$ cat config.mk
export PLATFORM = sky130hd
export DESIGN_NAME = seek_sched
export DESIGN_NICKNAME = d
export VERILOG_FILES = /design/src/rtl/seek_sched.sv
export SDC_FILE = /design/constraint.sdc
export NUM_CORES = 1
export LEC_CHECK = 0
export CAP_MARGIN = 30
export CORE_MARGIN = 2
export CORE_UTILIZATION = 40
export DETAILED_ROUTE_END_ITERATION = 6
export HOLD_SLACK_MARGIN = 0.06
export SLEW_MARGIN = 25
export SYNTH_ARGS = -nofsm -noshare
export SYNTH_HDL_FRONTEND = slang
export SYNTH_SLANG_ARGS = --single-unit
export TNS_END_PERCENT = 1
$ cat constraint.sdc
create_clock -name clk -period 2.3 [get_ports clk]
set_input_delay 0.345 -clock clk [delete_from_list [all_inputs] [get_ports clk]]
set_output_delay 0.345 -clock clk [all_outputs]
set_load 0.01 [all_outputs]
$ cat src/rtl/seek_sched.sv
// seek_sched: head-positioning scheduler in front of the drive mechanical controller.
// It accepts seek/recalibrate commands over valid/ready, produces timed step_n/dir_sel
// sequences, tracks the logical cylinder, and strobes done after head settle.
module seek_sched #(
    parameter int TRK_W      = 7,
    parameter int NUM_TRACKS = 80,
    parameter int PULSE_CYC  = 16,
    parameter int RATE_CYC   = 300000,
    parameter int SETTLE_CYC = 750000,
    parameter int RECAL_MAX  = 85
) (
    input  logic             clk,
    input  logic             rst,
    input  logic             cmd_valid,
    output logic             cmd_ready,
    input  logic             cmd_recal,
    input  logic [TRK_W-1:0] cmd_track,
    input  logic             track_0,
    output logic             step_n,
    output logic             dir_sel,
    output logic             busy,
    output logic             done,
    output logic             err,
    output logic [TRK_W-1:0] cur_track,
    output logic             calibrated
);

    // One timer serves the pulse, gap and settle phases, so it is sized for the longest.
    localparam int TMR_MAX = (RATE_CYC > SETTLE_CYC) ? RATE_CYC : SETTLE_CYC;
    localparam int TMR_W   = $clog2(TMR_MAX + 1);
    localparam int CNT_W   = $clog2(RECAL_MAX + 1);

    localparam logic [TMR_W-1:0] PULSE_LAST  = TMR_W'(PULSE_CYC - 1);
    localparam logic [TMR_W-1:0] GAP_LAST    = TMR_W'(RATE_CYC - PULSE_CYC - 1);
    localparam logic [TMR_W-1:0] SETTLE_LAST = TMR_W'(SETTLE_CYC - 1);
    localparam logic [CNT_W-1:0] RECAL_LIM   = CNT_W'(RECAL_MAX);
    // One extra bit so a track count equal to 2**TRK_W still compares correctly.
    localparam logic [TRK_W:0]   TRK_LIMIT   = (TRK_W + 1)'(NUM_TRACKS);
    localparam logic [TRK_W-1:0] TRK_TOP     = {TRK_W{1'b1}};

    typedef enum logic [2:0] {
        IDLE,
        CHECK,
        PULSE,
        GAP,
        SETTLE,
        FINISH
    } state_t;

    state_t             state;
    logic [TMR_W-1:0]   timer;
    logic [CNT_W-1:0]   step_cnt;   // outward steps issued by the current recalibrate
    logic               stepped;    // at least one step issued by the current command
    logic               recal_q;
    logic [TRK_W-1:0]   target_q;

    // Command sequencer: state, timing and every registered output.
    // NOTE: all state here uses non-blocking assignments so every branch sees the
    // values from before this edge; a later assignment to the same register wins.
    always_ff @(posedge clk) begin
        if (!rst) begin
            state      <= IDLE;
            timer      <= '0;
            step_cnt   <= '0;
            stepped    <= 1'b0;
            recal_q    <= 1'b0;
            target_q   <= '0;
            cmd_ready  <= 1'b1;
            step_n     <= 1'b1;
            dir_sel    <= 1'b1;
            busy       <= 1'b0;
            done       <= 1'b0;
            err        <= 1'b0;
            cur_track  <= '0;
            calibrated <= 1'b0;
        end else begin
            done <= 1'b0;
            case (state)
                IDLE: begin
                    if (cmd_valid && cmd_ready) begin
                        recal_q   <= cmd_recal;
                        target_q  <= cmd_track;
                        err       <= 1'b0;
                        busy      <= 1'b1;
                        cmd_ready <= 1'b0;
                        step_cnt  <= '0;
                        stepped   <= 1'b0;
                        // Direction is set here so it has settled for a full CHECK
                        // cycle before the first step_n falling edge.
                        dir_sel   <= cmd_recal | (cmd_track < cur_track);
                        state     <= CHECK;
                    end
                end

                CHECK: begin
                    timer <= '0;
                    if (recal_q) begin
                        if (track_0) begin
                            cur_track  <= '0;
                            calibrated <= 1'b1;
                            if (stepped) begin
                                state <= SETTLE;
                            end else begin
                                state <= FINISH;
                                done  <= 1'b1;
                            end
                        end else if (step_cnt == RECAL_LIM) begin
                            err        <= 1'b1;
                            calibrated <= 1'b0;
                            state      <= FINISH;
                            done       <= 1'b1;
                        end else begin
                            dir_sel <= 1'b1;
                            step_n  <= 1'b0;
                            state   <= PULSE;
                        end
                    end else begin
                        if (!calibrated || ({1'b0, target_q} >= TRK_LIMIT)) begin
                            err   <= 1'b1;
                            state <= FINISH;
                            done  <= 1'b1;
                        end else if (target_q == cur_track) begin
                            if (stepped) begin
                                state <= SETTLE;
                            end else begin
                                state <= FINISH;
                                done  <= 1'b1;
                            end
                        end else begin
                            dir_sel <= (target_q < cur_track);
                            step_n  <= 1'b0;
                            state   <= PULSE;
                        end
                    end
                end

                PULSE: begin
                    if (timer == PULSE_LAST) begin
                        step_n  <= 1'b1;
                        timer   <= '0;
                        stepped <= 1'b1;
                        state   <= GAP;
                        if (recal_q) begin
                            step_cnt <= step_cnt + CNT_W'(1);
                        end
                        // Saturate at both ends so the logical track never wraps.
                        if (dir_sel) begin
                            cur_track <= (cur_track == '0) ? '0 : cur_track - TRK_W'(1);
                        end else begin
                            cur_track <= (cur_track == TRK_TOP) ? TRK_TOP : cur_track + TRK_W'(1);
                        end
                    end else begin
                        timer <= timer + TMR_W'(1);
                    end
                end

                GAP: begin
                    if (timer == GAP_LAST) begin
                        state <= CHECK;
                    end else begin
                        timer <= timer + TMR_W'(1);
                    end
                end

                SETTLE: begin
                    if (timer == SETTLE_LAST) begin
                        state <= FINISH;
                        done  <= 1'b1;
                    end else begin
                        timer <= timer + TMR_W'(1);
                    end
                end

                FINISH: begin
                    busy      <= 1'b0;
                    cmd_ready <= 1'b1;
                    state     <= IDLE;
                end

                default: begin
                    state <= IDLE;
                end
            endcase
        end
    end

endmodule
==> metrics.log <==
[metrics] status: finished clean
[metrics] total routing usage reported by global routing: 18.6%
[metrics] number of cells on the worst hold path: 2
[metrics] CTS tree: yes
[metrics] internal power: 1.62 mW
[metrics] final period utilization: 96.1%
[metrics] Vias: 2,924
[metrics] flop and latch count out of synthesis: 53
[metrics] fin. max-slew vios: 0
[metrics] total CTS buffers: 5
[metrics] Top Ports: 26
[metrics] dominant cell by count in the synthesized netlist: nor2_1
[metrics] Post-Route WL: 8080 µm
[metrics] clock root cell: clkbuf_8
[metrics] die outline area: 8830 µm²
[metrics] maximum clock path buffer count: 2
[metrics] Hold Path Origin: step_cnt[6]$_SDFFE_PN0P_
[metrics] Fin Clk Skew: 0.00880 ns
[metrics] CP arrival: 2.43 ns
[metrics] fraction of power spent switching nets: 32.9%
[metrics] deepest level of the CTS H-tree: 2
[metrics] actual transition at the worst max-transition pin: 0.685 ns
[metrics] Logic pwr share: 28.5%
[metrics] number of distinct library cells after synthesis: 60
[metrics] CP cell instances: ha_1 -> and3_1 -> nand4_1 -> o311a_4 -> a2111oi_4 -> nand2_1 -> a21o_1
[metrics] most used flip-flop cell after synthesis: dfxtp_1
[metrics] standard cell area after detailed placement: 3700 µm²
[metrics] Async S/R FF share, synth: 0%
[metrics] worst hold path type: reg2reg
[metrics] Min-Delay Endpoint: step_cnt[6]$_SDFFE_PN0P_
[metrics] clock-pin slew reported for the worst setup and hold paths after clock tree synthesis: 0.10 ns
[metrics] final instance area: 3840 µm²
[metrics] maximum number of pins on one net before global-route repair: 20
[metrics] ranking of synthesized cells by area: dfxtp_1 (33%), ha_1 (7.3%), nor2_1 (6.8%)
[metrics] type of the worst setup path: reg2reg
[metrics] gp weighted congestion: 0.930
[metrics] Avg Vias per Cell: 5.55
[metrics] final-stage net count: 455
[metrics] area of combinational cells with multiple inputs: 2040 µm²
[metrics] Static Leak: 1.44 nW
[metrics] detailed-router iteration count before antenna repair: 5
[metrics] Critical Path Slowest Stage Cell: o311a_4
[metrics] setup violators final: 0
[metrics] top cells by count, synth: nor2_1 (59), dfxtp_1 (53), nand2_1 (24), xor2_1 (20)
[metrics] Mean Syn Cell Area: 8.35 µm²
[metrics] proportion of synthesized chip area in sequential cells: 32.8%
[metrics] data required time of the critical path: 2.52 ns
[metrics] nets in the synthesized netlist: 419
[metrics] clk sink count: 53
[metrics] net load switching power: 795 µW
[metrics] clock network fraction of design power: 26.9%
[metrics] Hold WS: 0.492 ns
[metrics] average detailed-routed wire length per instance: 15.3 µm
[metrics] register area: 1060 µm²
[metrics] antenna violations before repair: 0
[metrics] max-cap violation count: 0
[metrics] highest clock rate: 453 MHz
[metrics] via count of the first global-routing pass: 2,672
[metrics] total number of yosys warnings: 0
[metrics] endpoints failing hold: 0
[metrics] effective utilization at floorplan: 41.7%
[metrics] reg-to-reg slack, setup: 0.09 ns
[metrics] wire length of the first global-routing pass: 13,200 µm
[metrics] count of inserted antenna diode cells: 0
[metrics] minimum clock period: 2.21 ns
[metrics] remaining antenna violation count after routing: 0
[metrics] CP max FO: 5
[metrics] leading area contributor after synthesis: dfxtp_1
[metrics] category of the worst setup path capture point: register
[metrics] delay contributed by the slowest stage of the critical path: 0.48 ns
[metrics] DRC viols: 0
[metrics] clock latency of the later-clocked register in the worst-skew pair: 0.31 ns
[metrics] post-synthesis instance area: 3240 µm²
[metrics] vertical die dimension: 94.0 µm
[metrics] x dimension of the die: 94.0 µm
[metrics] Core Box Area: 7770 µm²
[metrics] area share of the largest cell type after synthesis: 32.8%
[metrics] share of total power in sequential cells: 44.6%
[metrics] DP HPWL: 6000 µm
[metrics] count of standard-cell rows: 32
[metrics] detailed router's first-iteration violation count: 111
[metrics] share of layout cells above drive strength 1: 10.6%
[metrics] synth-to-layout area growth: 18.5%
[metrics] startpoint class of the critical path: register
[metrics] Reg2Reg Depth: 7
[metrics] worst flop-to-flop path endpoint: step_n$_SDFFE_PN1P_
[metrics] count of flip-flops with a built-in enable after synthesis: 0
[metrics] total power divided by cell area: 629 nW/µm²
[metrics] filler instances: 773
[metrics] remaining max-slew budget at the tightest pin: 54.3%
[metrics] Max IR drop VDD: 0.259 mV
[metrics] count of input and output buffers: 25
[metrics] overflow left after global routing: 0
[metrics] cell count after synthesis: 388
[metrics] startpoint of the most critical register-to-register path: timer[1]$_SDFFE_PN0P_
routing by layer:
metal / global-route usage, % / vias up / wire length [µm]
met1: 26.3 / 1355 / 3980
met2: 29.5 / 86 / 3660
met4: 4.83 / 0 / 59
li1: - / 1477 / -
met5: 0 / - / 0
met3: 3.21 / 6 / 388
timing repair:
item,4_1_cts,5_1_grt
gates resized for setup,0,3
setup endpoints to repair,0,3
hold buffers,0,0
buffers inserted,0,0
metrics by stage:
step           power, mW  utilization, %  TNS (ns)  std cells  setup WS, ns
5_1_grt             2.55            49.4  -0.00605        527      -0.00605
3_5_place_dp        1.76            47.7         0        519         0.143
6_report            2.41            49.4         0        527        0.0902
2_1_floorplan       1.54               -         0        388         0.282
3_3_place_gp        1.76            47.7         0        519         0.154
4_1_cts             2.43            49.1         0        527         0.106
registers in the layout (all words and copies together), names as in the netlist, 3 cells and up:
register   flops
target_q       7
cur_track      7
state          3
step_cnt       7
timer         20
placed cells by master, fill, tap and decap left out, drive strengths merged, types with 10 or more instances in the layout:
cell / n
o21ai: 21
a21oi: 17
nand3: 11
dfxtp: 53
nor2: 59
xor2: 20
ha: 19
buf: 22
inv: 19
nand2: 24
o211ai: 10
clkdlybuf4s50: 25
logic make-up (layout without fill, tap and decap cells):
| logic type | count (synthesis) | after routing | share of synthesized area, % |
|---|---|---|---|
| fa+ha+maj | 19 | 19 | 7.34 |
| xor+xnor | 27 | 27 | 7.30 |
| simple gates | 147 | 147 | 23.4 |
| flops | 53 | 53 | 32.8 |
| mux | 10 | 10 | 3.13 |
| compound gates | 95 | 95 | 21.1 |
| buf+inv | 37 | 74 | 4.95 |
area by class of cell:
| type | instances | area share [%] |
|---|---|---|
| well taps | 102 | 3.33 |
| flip-flops and latches | 53 | 27.7 |
| clock buffers | 6 | 1.89 |
| multi-input cells | 298 | 53.1 |
| inverters | 19 | 1.86 |
| clock inverters | 2 | 1.01 |
| repair buffers | 47 | 11.2 |
critical path, delay by kind of cell, from the launching register on:
family	cells	cell delay (ns)
compound gates	3	0.96
fa+ha+maj	1	0.17
flops	1	0.39
simple gates	3	0.59
how the worst max path moves through the flow:
stage	start	endpoint	slack [ns]	cells after the start
final	timer[1]$_SDFFE_PN0P_	step_n$_SDFFE_PN1P_	0.09	7
after global routing	timer[5]$_SDFFE_PN0P_	step_n$_SDFFE_PN1P_	-0.006	6
after CTS	timer[0]$_SDFFE_PN0P_	step_n$_SDFFE_PN1P_	0.11	7
after detailed placement	timer[0]$_SDFFE_PN0P_	step_n$_SDFFE_PN1P_	0.14	7
after global placement	timer[0]$_SDFFE_PN0P_	step_n$_SDFFE_PN1P_	0.15	7
after floorplan	cur_track[5]$_SDFFE_PN0P_	dir_sel$_SDFFE_PN1P_	0.28	7
power by group through the flow:
stage | combinational, mW | sequential (mW) | clock (mW)
2_1_floorplan | 0.484 | 1.06 | 0
3_3_place_gp | 0.664 | 1.09 | 0
3_5_place_dp | 0.671 | 1.09 | 0
4_1_cts | 0.678 | 1.07 | 0.683
5_1_grt | 0.748 | 1.09 | 0.714
6_report | 0.687 | 1.08 | 0.650
No activity file was read; power rests on OpenSTA's default activity.
